`src/rtl/sub_pkg.sv`:
```
// Shared types and helpers for the bit-serial subtractor.
package sub_pkg;

  typedef enum logic [1:0] {
    IDLE  = 2'd0,
    SHIFT = 2'd1,
    DONE  = 2'd2
  } state_t;

  // Bit counter width; a single-bit operand still needs a 1-bit counter.
  function automatic int cnt_width(input int n);
    return ($clog2(n) > 1) ? $clog2(n) : 1;
  endfunction

endpackage

```
`src/rtl/full_subtractor.sv`:
```
// Single-bit full-subtractor cell, the borrow-form twin of the adder's full-adder.
module full_subtractor (
  input  logic a,
  input  logic b,
  input  logic bin,
  output logic d,
  output logic bout
);

  assign d    = a ^ b ^ bin;
  assign bout = (~a & b) | (~(a ^ b) & bin);

endmodule

```
`src/rtl/serial_subtractor_n.sv`:
```
// Bit-serial n-bit subtractor, LSB first, behind a start/busy/done handshake.
module serial_subtractor_n
  import sub_pkg::*;
#(
  parameter int n = 4
) (
  input  logic         clk,
  input  logic         rst_n,
  input  logic         start,
  input  logic [n-1:0] A,
  input  logic [n-1:0] B,
  output logic         busy,
  output logic         done,
  output logic [n-1:0] D,
  output logic         Bout
);

  localparam int            CW       = cnt_width(n);
  localparam logic [CW-1:0] CNT_LAST = CW'(n - 1);

  state_t          state_q, state_d;
  logic [n-1:0]    a_sh_q, a_sh_d;
  logic [n-1:0]    b_sh_q, b_sh_d;
  logic [n-1:0]    d_q, d_d;
  logic [CW-1:0]   cnt_q, cnt_d;
  logic            borrow_q, borrow_d;
  logic            bout_q, bout_d;
  logic            busy_q, busy_d;
  logic            done_q, done_d;

  logic            diff;
  logic            borrow_nx;
  logic [n-1:0]    d_shift;

  full_subtractor u_fs (
    .a    (a_sh_q[0]),
    .b    (b_sh_q[0]),
    .bin  (borrow_q),
    .d    (diff),
    .bout (borrow_nx)
  );

  // Each difference bit enters at the MSB so bit 0 lands at D[0] after n shifts.
  generate
    if (n == 1) begin : g_d_one
      assign d_shift = diff;
    end else begin : g_d_many
      assign d_shift = {diff, d_q[n-1:1]};
    end
  endgenerate

  always_comb begin
    state_d  = state_q;
    a_sh_d   = a_sh_q;
    b_sh_d   = b_sh_q;
    d_d      = d_q;
    cnt_d    = cnt_q;
    borrow_d = borrow_q;
    bout_d   = bout_q;
    busy_d   = busy_q;
    done_d   = 1'b0;
    case (state_q)
      IDLE: begin
        if (start) begin
          a_sh_d   = A;
          b_sh_d   = B;
          d_d      = '0;
          cnt_d    = '0;
          borrow_d = 1'b0;
          busy_d   = 1'b1;
          state_d  = SHIFT;
        end
      end
      SHIFT: begin
        d_d      = d_shift;
        a_sh_d   = a_sh_q >> 1;
        b_sh_d   = b_sh_q >> 1;
        borrow_d = borrow_nx;
        cnt_d    = cnt_q + CW'(1);
        if (cnt_q == CNT_LAST) begin
          bout_d  = borrow_nx;
          busy_d  = 1'b0;
          done_d  = 1'b1;
          state_d = DONE;
        end
      end
      DONE: begin
        state_d = IDLE;
      end
      default: begin
        busy_d  = 1'b0;
        state_d = IDLE;
      end
    endcase
  end

  always_ff @(posedge clk or negedge rst_n) begin
    if (!rst_n) begin
      state_q  <= IDLE;
      a_sh_q   <= '0;
      b_sh_q   <= '0;
      d_q      <= '0;
      cnt_q    <= '0;
      borrow_q <= 1'b0;
      bout_q   <= 1'b0;
      busy_q   <= 1'b0;
      done_q   <= 1'b0;
    end else begin
      state_q  <= state_d;
      a_sh_q   <= a_sh_d;
      b_sh_q   <= b_sh_d;
      d_q      <= d_d;
      cnt_q    <= cnt_d;
      borrow_q <= borrow_d;
      bout_q   <= bout_d;
      busy_q   <= busy_d;
      done_q   <= done_d;
    end
  end

  assign busy = busy_q;
  assign done = done_q;
  assign D    = d_q;
  assign Bout = bout_q;

endmodule

```
`config.mk`:
```
export PLATFORM = sky130hd
export DESIGN_NAME = serial_subtractor_n
export DESIGN_NICKNAME = d
export VERILOG_FILES = /design/src/rtl/sub_pkg.sv /design/src/rtl/full_subtractor.sv /design/src/rtl/serial_subtractor_n.sv
export SDC_FILE = /design/constraint.sdc
export NUM_CORES = 1
export LEC_CHECK = 0
export CAP_MARGIN = 20
export CORE_UTILIZATION = 44
export CTS_CLUSTER_SIZE = 10
export DETAILED_ROUTE_END_ITERATION = 6
export PLACE_DENSITY = 0.71
export SYNTH_ARGS = -nofsm -noshare
export SYNTH_HDL_FRONTEND = slang
export SYNTH_HIERARCHICAL = 1
export SYNTH_SLANG_ARGS = --single-unit
```
`constraint.sdc`:
```
create_clock -name clk -period 1.1 [get_ports clk]
set_input_delay 0.165 -clock clk [delete_from_list [all_inputs] [get_ports clk]]
set_output_delay 0.165 -clock clk [all_outputs]
set_load 0.01 [all_outputs]
```
* Word level (Yosys, flattened, before mapping)
Cells that the tools add are included.
** Word-level totals
- Output and inout bits :: 7
- Bits in read-only memories :: 0
- Input port bits :: 11
- Word-level logic and storage cells :: 47
- Bits in latches :: 0
- Flip-flop bits (word level) :: 20
- Memory bits (writable) :: 0
- Memories kept :: 0
** Cells by class
- Multiply operators :: 0
- Divide/modulo/power cells :: 0
- Reduce and logical (&&, ||, !) cells :: 6
- Shifts and indexed selects :: 0
- Order comparisons :: 0
- Equal/unequal tests :: 5
- Multiplexer cells :: 18
- Add/subtract/negate cells :: 1
- Bitwise operators :: 8
** Operator list (count)
- $pmux 4 s2 :: 3
- $mux 4 :: 3
- $pmux 2 s2 :: 2
- $mux 2 :: 3
- $reduce_and 2->1 :: 3
- $mux 1 :: 5
- $eq 2x2->1 const B :: 2
- $ne 2x2->1 const B :: 2
- $not 1->1 :: 3
- $pmux 1 s3 :: 1
- $reduce_and 3->1 :: 1
- $add 2x1->2 const B :: 1
- $and 1x1->1 :: 2
- $eq 2x1->1 const B :: 1
- $logic_not 2->1 :: 1
- $pmux 1 s2 :: 1
- $reduce_bool 2->1 :: 1
- $xor 1x1->1 :: 2
- $or 1x1->1 :: 1

* Depth between registers and ports, before layout
- Depth after elaboration :: 5
- Mapped depth :: 4
- Gate-level depth less buffers :: 4

* By module
Netlist, hierarchy kept.
** Modules (own cells, without submodules)
- serial_subtractor_n :: cells each 70, instances 1, area each 865.8 um^2, seq. area each 500.5 um^2
- full_subtractor :: cells each 4, instances 1, area each 31.3 um^2, seq. area each 0.0 um^2

* Worst setup path before layout
OpenSTA, ideal clock, no wires.
- Path kind :: flip-flop to flip-flop
- Start :: register a_sh_q[0]
- End :: register d_q[3] (netlist: D[3])
- Library setup time :: 121 ps
- Stages on the path, launching flop included :: 3
- Arrival :: 1039 ps
- Required time :: 979 ps
- Path buffers :: 0
- Clock period less this slack :: 1160 ps
- Path slack :: -60 ps
- Cell sequence :: dfrtp_1 fa_1 a22o_1
** On the way
- Cells in the longest elaborated chain, start to end :: 3
** Ends and longest elaborated chain
- start, declared :: RTL line serial_subtractor_n.sv:22 : logic [n-1:0] a_sh_q, a_sh_d;
- start signal, assigned :: RTL line serial_subtractor_n.sv:110 : a_sh_q <= a_sh_d;
- $xor 1x1->1 (2 in series) :: RTL line full_subtractor.sv:10 : assign d = a ^ b ^ bin;
- named net diff :: RTL line serial_subtractor_n.sv:31 : logic diff;
- $pmux 4 s2 :: RTL line serial_subtractor_n.sv:62 : case (state_q)
- end signal, assigned :: RTL line serial_subtractor_n.sv:102 : d_q <= '0;
- end signal, assigned :: RTL line serial_subtractor_n.sv:112 : d_q <= d_d;
- end, declared :: RTL line serial_subtractor_n.sv:24 : logic [n-1:0] d_q, d_d;
The timed path passes the listed nets, and every way through them passes these cells.
A chain may end at the register's enable or synchronous reset.

* Worst setup path after layout
- Start :: register borrow_q
- End :: register d_q[3] (netlist: D[3])
** On the way
- Cells in the longest elaborated chain, start to end :: 2
** Ends and longest elaborated chain
- start, declared :: RTL line serial_subtractor_n.sv:26 : logic borrow_q, borrow_d;
- start signal, assigned :: RTL line serial_subtractor_n.sv:114 : borrow_q <= borrow_d;
- $xor 1x1->1 :: RTL line full_subtractor.sv:10
- named net diff :: RTL line serial_subtractor_n.sv:31
- $pmux 4 s2 :: RTL line serial_subtractor_n.sv:62
The timed path passes the listed nets, and every way through them passes these cells.

==> metrics.log <==
INFO  metric die-height = 47.2 um
INFO  metric final_layout_size_suffix_gt1_share = 48.2%
INFO  metric tightestPinTransition = 393 ps
INFO  metric synth.distinct_cells = 25
INFO  metric grt_pass1_vias = 646
INFO  metric setup_slack = -123 ps
INFO  metric yosysTopAreaCell = dfrtp_1
INFO  metric run_status = finished with violations
INFO  metric floorplan.rows = 15
INFO  metric setup-tns-final = -199 ps
INFO  metric top_delay_family_on_crit_path = adder cells
INFO  metric detail_route.wirelength = 1800 um
INFO  metric setup-violations-final = 4
INFO  metric worst-path-buf-inv = 1
INFO  metric rr_endpoint = D[3]$_DFFE_PN0P_
INFO  metric rr_startpoint = borrow_q$_DFFE_PN0P_
INFO  metric routed-via-count = 704
INFO  metric grtUsageTotal = 18.6%
INFO  metric core_region_area = around 1800 um^2
INFO  metric tritoncts_clock_tree = built
INFO  metric initial_utilization = 49.3%
INFO  metric cap_violations = 0
INFO  metric layout_min_cycle_time = 1220 ps
INFO  metric globalRoute.totalOverflow = 0
INFO  metric netlist_area = 897 um^2
INFO  metric cpMaxStageDelayCell = fa_1
INFO  metric port_buffers = 17
INFO  metric timing_max_transition_violations_final = 0
INFO  metric setup.worst_path.class = flop to flop
INFO  metric drt_iter0_drc = 14
INFO  metric synth_enable_flop_cells = 0
INFO  metric timing.critical_path.arrival = between 1000 and 1500 ps
INFO  metric dieWidth = 47.2 um
INFO  metric crit_required = roughly 1300 ps
INFO  metric synth_top_area_share = 55.8%
INFO  metric post-route-period-util = 111%
INFO  metric drcViolationCount = 0
INFO  metric synthesis.yosys.warnings = 6
INFO  metric num-nets-final = 124
INFO  metric synth_sequential_area_ratio = 55.8%
INFO  metric clock_skew_after_layout = 2.97 ps
INFO  metric synth_common_cells = dfrtp_1 (20), nor2_1 (7), a22o_1 (6), a21oi_1 (5), inv_1 (5)
INFO  metric yosysMostFrequentCell = dfrtp_1
INFO  metric worstSetupStartpointType = flop
INFO  metric synth_area_leaders = dfrtp_1 (56%), a22o_1 (5.9%), nand2b_4 (3.1%)
INFO  metric fillerInstances = 133
INFO  metric clock_tree.root_cell = clkbuf_4
INFO  metric drt_first_pass_iters = 6
INFO  metric post_route_m1_wl = between 800 and 900 um
INFO  metric cts-htree-levels = 1
INFO  metric r2r_slack = -120 ps
INFO  metric leakage = 0.606 nW
INFO  metric cts_hold_buf = 0
INFO  metric netlist_instances = 74
INFO  metric ys_ff_latch = 20
INFO  metric met3_layer_wire_length_in_the_routed_design = 75 um
INFO  metric gp_congestion = a little over 0.7
INFO  metric areaGrowthSynthToFinish = 44.8%
INFO  metric synth.avg_cell_area = 12.1 um^2
INFO  metric cts_sinks = 20
INFO  metric total_power_consumption = 3.76 mW
INFO  metric main_flop_type_after_synthesis = dfrtp_1
INFO  metric failed_checks = setup timing
INFO  metric timing.final.hold_violations = 0
INFO  metric clkSlewWorstSetupHoldPaths = 110 ps
INFO  metric timing.critical_path.to_type = flop
INFO  metric route.met2.wl = 895 um
INFO  metric global_route_wire_length_before_repair = 2820 um
INFO  metric hp-class = input pin to asynchronous set/reset pin
INFO  metric relative_max_transition_margin = 73.8%
INFO  metric pwr_density_cell = 2890 nW/um^2
INFO  metric clk-insertion-delay-late = approximately 300 ps
INFO  metric cp_slowest_stage_delay = between 400 and 500 ps
INFO  metric syn_nets = 87
INFO  metric cp_cell_sequence = inv_2, fa_1, a22o_1
INFO  metric maxUsedRoutingLayer = met4
INFO  metric antenna_violations_before_repair = 0
INFO  metric ir_drop = around 1.8 mV
INFO  metric routed_wire_length_per_instance = around 13 um
INFO  metric detail_route.vias_per_cell = 5.21
INFO  metric grt_max_degree = 21
INFO  metric finalNonFillerCells = around 140
INFO  metric grt_setup_unrepaired = true
INFO  metric crit_fanout = 2
INFO  metric dpl.cell_count = 126
INFO  metric clock.fmax = 0.817 GHz
INFO  metric hold_slack_final = 191 ps
INFO  metric postRouteAntennaNets = 0
INFO  metric tritoncts_buffer_count = 3
INFO  metric dieArea = 2220 um^2
INFO  metric max-clock-path-buffers = 2
INFO  metric async_reset_ff_share = 100%
INFO  metric pin_count = 18
INFO  metric antennaDiodeCount = 0
INFO  metric place_hpwl = 1230 um
INFO  metric ff2ff_path_depth = 3
worst max-delay path by stage:
stage	from	end	slack (ps)	depth (start not counted)
6_report	borrow_q$_DFFE_PN0P_	D[3]$_DFFE_PN0P_	-120	3
5_1_grt	borrow_q$_DFFE_PN0P_	D[3]$_DFFE_PN0P_	-150	3
4_1_cts	borrow_q$_DFFE_PN0P_	D[3]$_DFFE_PN0P_	-110	3
3_5_place_dp	start	b_sh_q[2]$_DFFE_PN0P_	-290	3
3_3_place_gp	start	a_sh_q[1]$_DFFE_PN0P_	-240	3
2_1_floorplan	borrow_q$_DFFE_PN0P_	D[3]$_DFFE_PN0P_	-50	3
state kept, by name, summed over array words and instances, names as in the netlist:
signal and cells:
D 4, a_sh_q 4, b_sh_q 4, cnt_q 2, state_q 2, Bout 1
borrow_q 1, busy 1, done 1
power breakdown:
part	leakage, nW	total, mW	switching (mW)	internal, mW
Clock	0.0279	0.599	0.231	0.368
Combinational	0.333	1.85	0.811	1.04
Sequential	0.245	1.31	0.247	1.06
Total	0.606	3.76	1.29	2.47
repair_timing:
item,4_1_cts,5_1_grt
setup endpoints to repair,21,23
gates cloned,0,0
hold endpoints to repair,0,0
pin swaps,2,4
resized for setup,25,24
setup buffers,5,0
area by class of cell:
| class | count | area (um^2) | area share [%] |
|---|---|---|---|
| Sequential cell | 20 | 503 | 38.7 |
| Multi-Input combinational cell | 45 | 409 | 31.5 |
| Timing Repair Buffer | 35 | 280 | 21.6 |
| Tap cell | 25 | 31.3 | 2.41 |
| Clock inverter | 1 | 30.0 | 2.31 |
| Clock buffer | 3 | 22.5 | 1.73 |
| Inverter | 6 | 22.5 | 1.73 |
logic make-up after synthesis:
group / Yosys count / share of synthesized area (%)
AOI/OAI and AO/OA: 25 / 21.6
adders and majority gates: 2 / 3.63
DFF: 20 / 55.8
and+or+nand+nor: 17 / 11.7
buffers and inverters: 9 / 5.58
muxes: 1 / 1.67
cell usage in the layout (no fill, tap or decap):
master / instances
buf_6: 2
fa_1: 1
bufinv_16: 1
clkdlybuf4s50_1: 9
a32o_1: 1
clkbuf_4: 3
nand2b_4: 2
inv_2: 4
o221a_4: 2
a21oi_1: 2
buf_4: 16
o21ai_1: 1
dfrtp_1: 18
inv_1: 2
o2bb2ai_1: 1
dfrtp_2: 2
a21oi_2: 3
clkbuf_2: 3
ha_2: 1
a22o_1: 6
and2b_1: 1
nor2_2: 3
a21boi_2: 1
nor2_1: 3
mux2_4: 1
o21ai_0: 2
o21bai_4: 1
nand3b_1: 2
nand2_1: 3
o21ba_4: 1
o22ai_1: 4
nor2_4: 3
buf_2: 4
dlymetal6s2s_1: 1
metal layers:
metal  vias to the layer above  global-route usage, %
met2                        17                   29.2
met1                       346                   25.1
met5                         -                      0
met4                         0                   8.57
met3                         2                   3.46
li1                        339                      -
metrics by stage:
stage | util [%] | worst slack (ps) | cell area, um^2
3_3_place_gp | 64.2 | -243 | 1170
2_1_floorplan | - | -48.7 | 897
3_5_place_dp | 64.2 | -292 | 1170
6_report | 71.3 | -123 | 1300
4_1_cts | 69.0 | -115 | 1260
5_1_grt | 71.3 | -151 | 1300
Note: power is estimated with default switching activity, not from simulation.
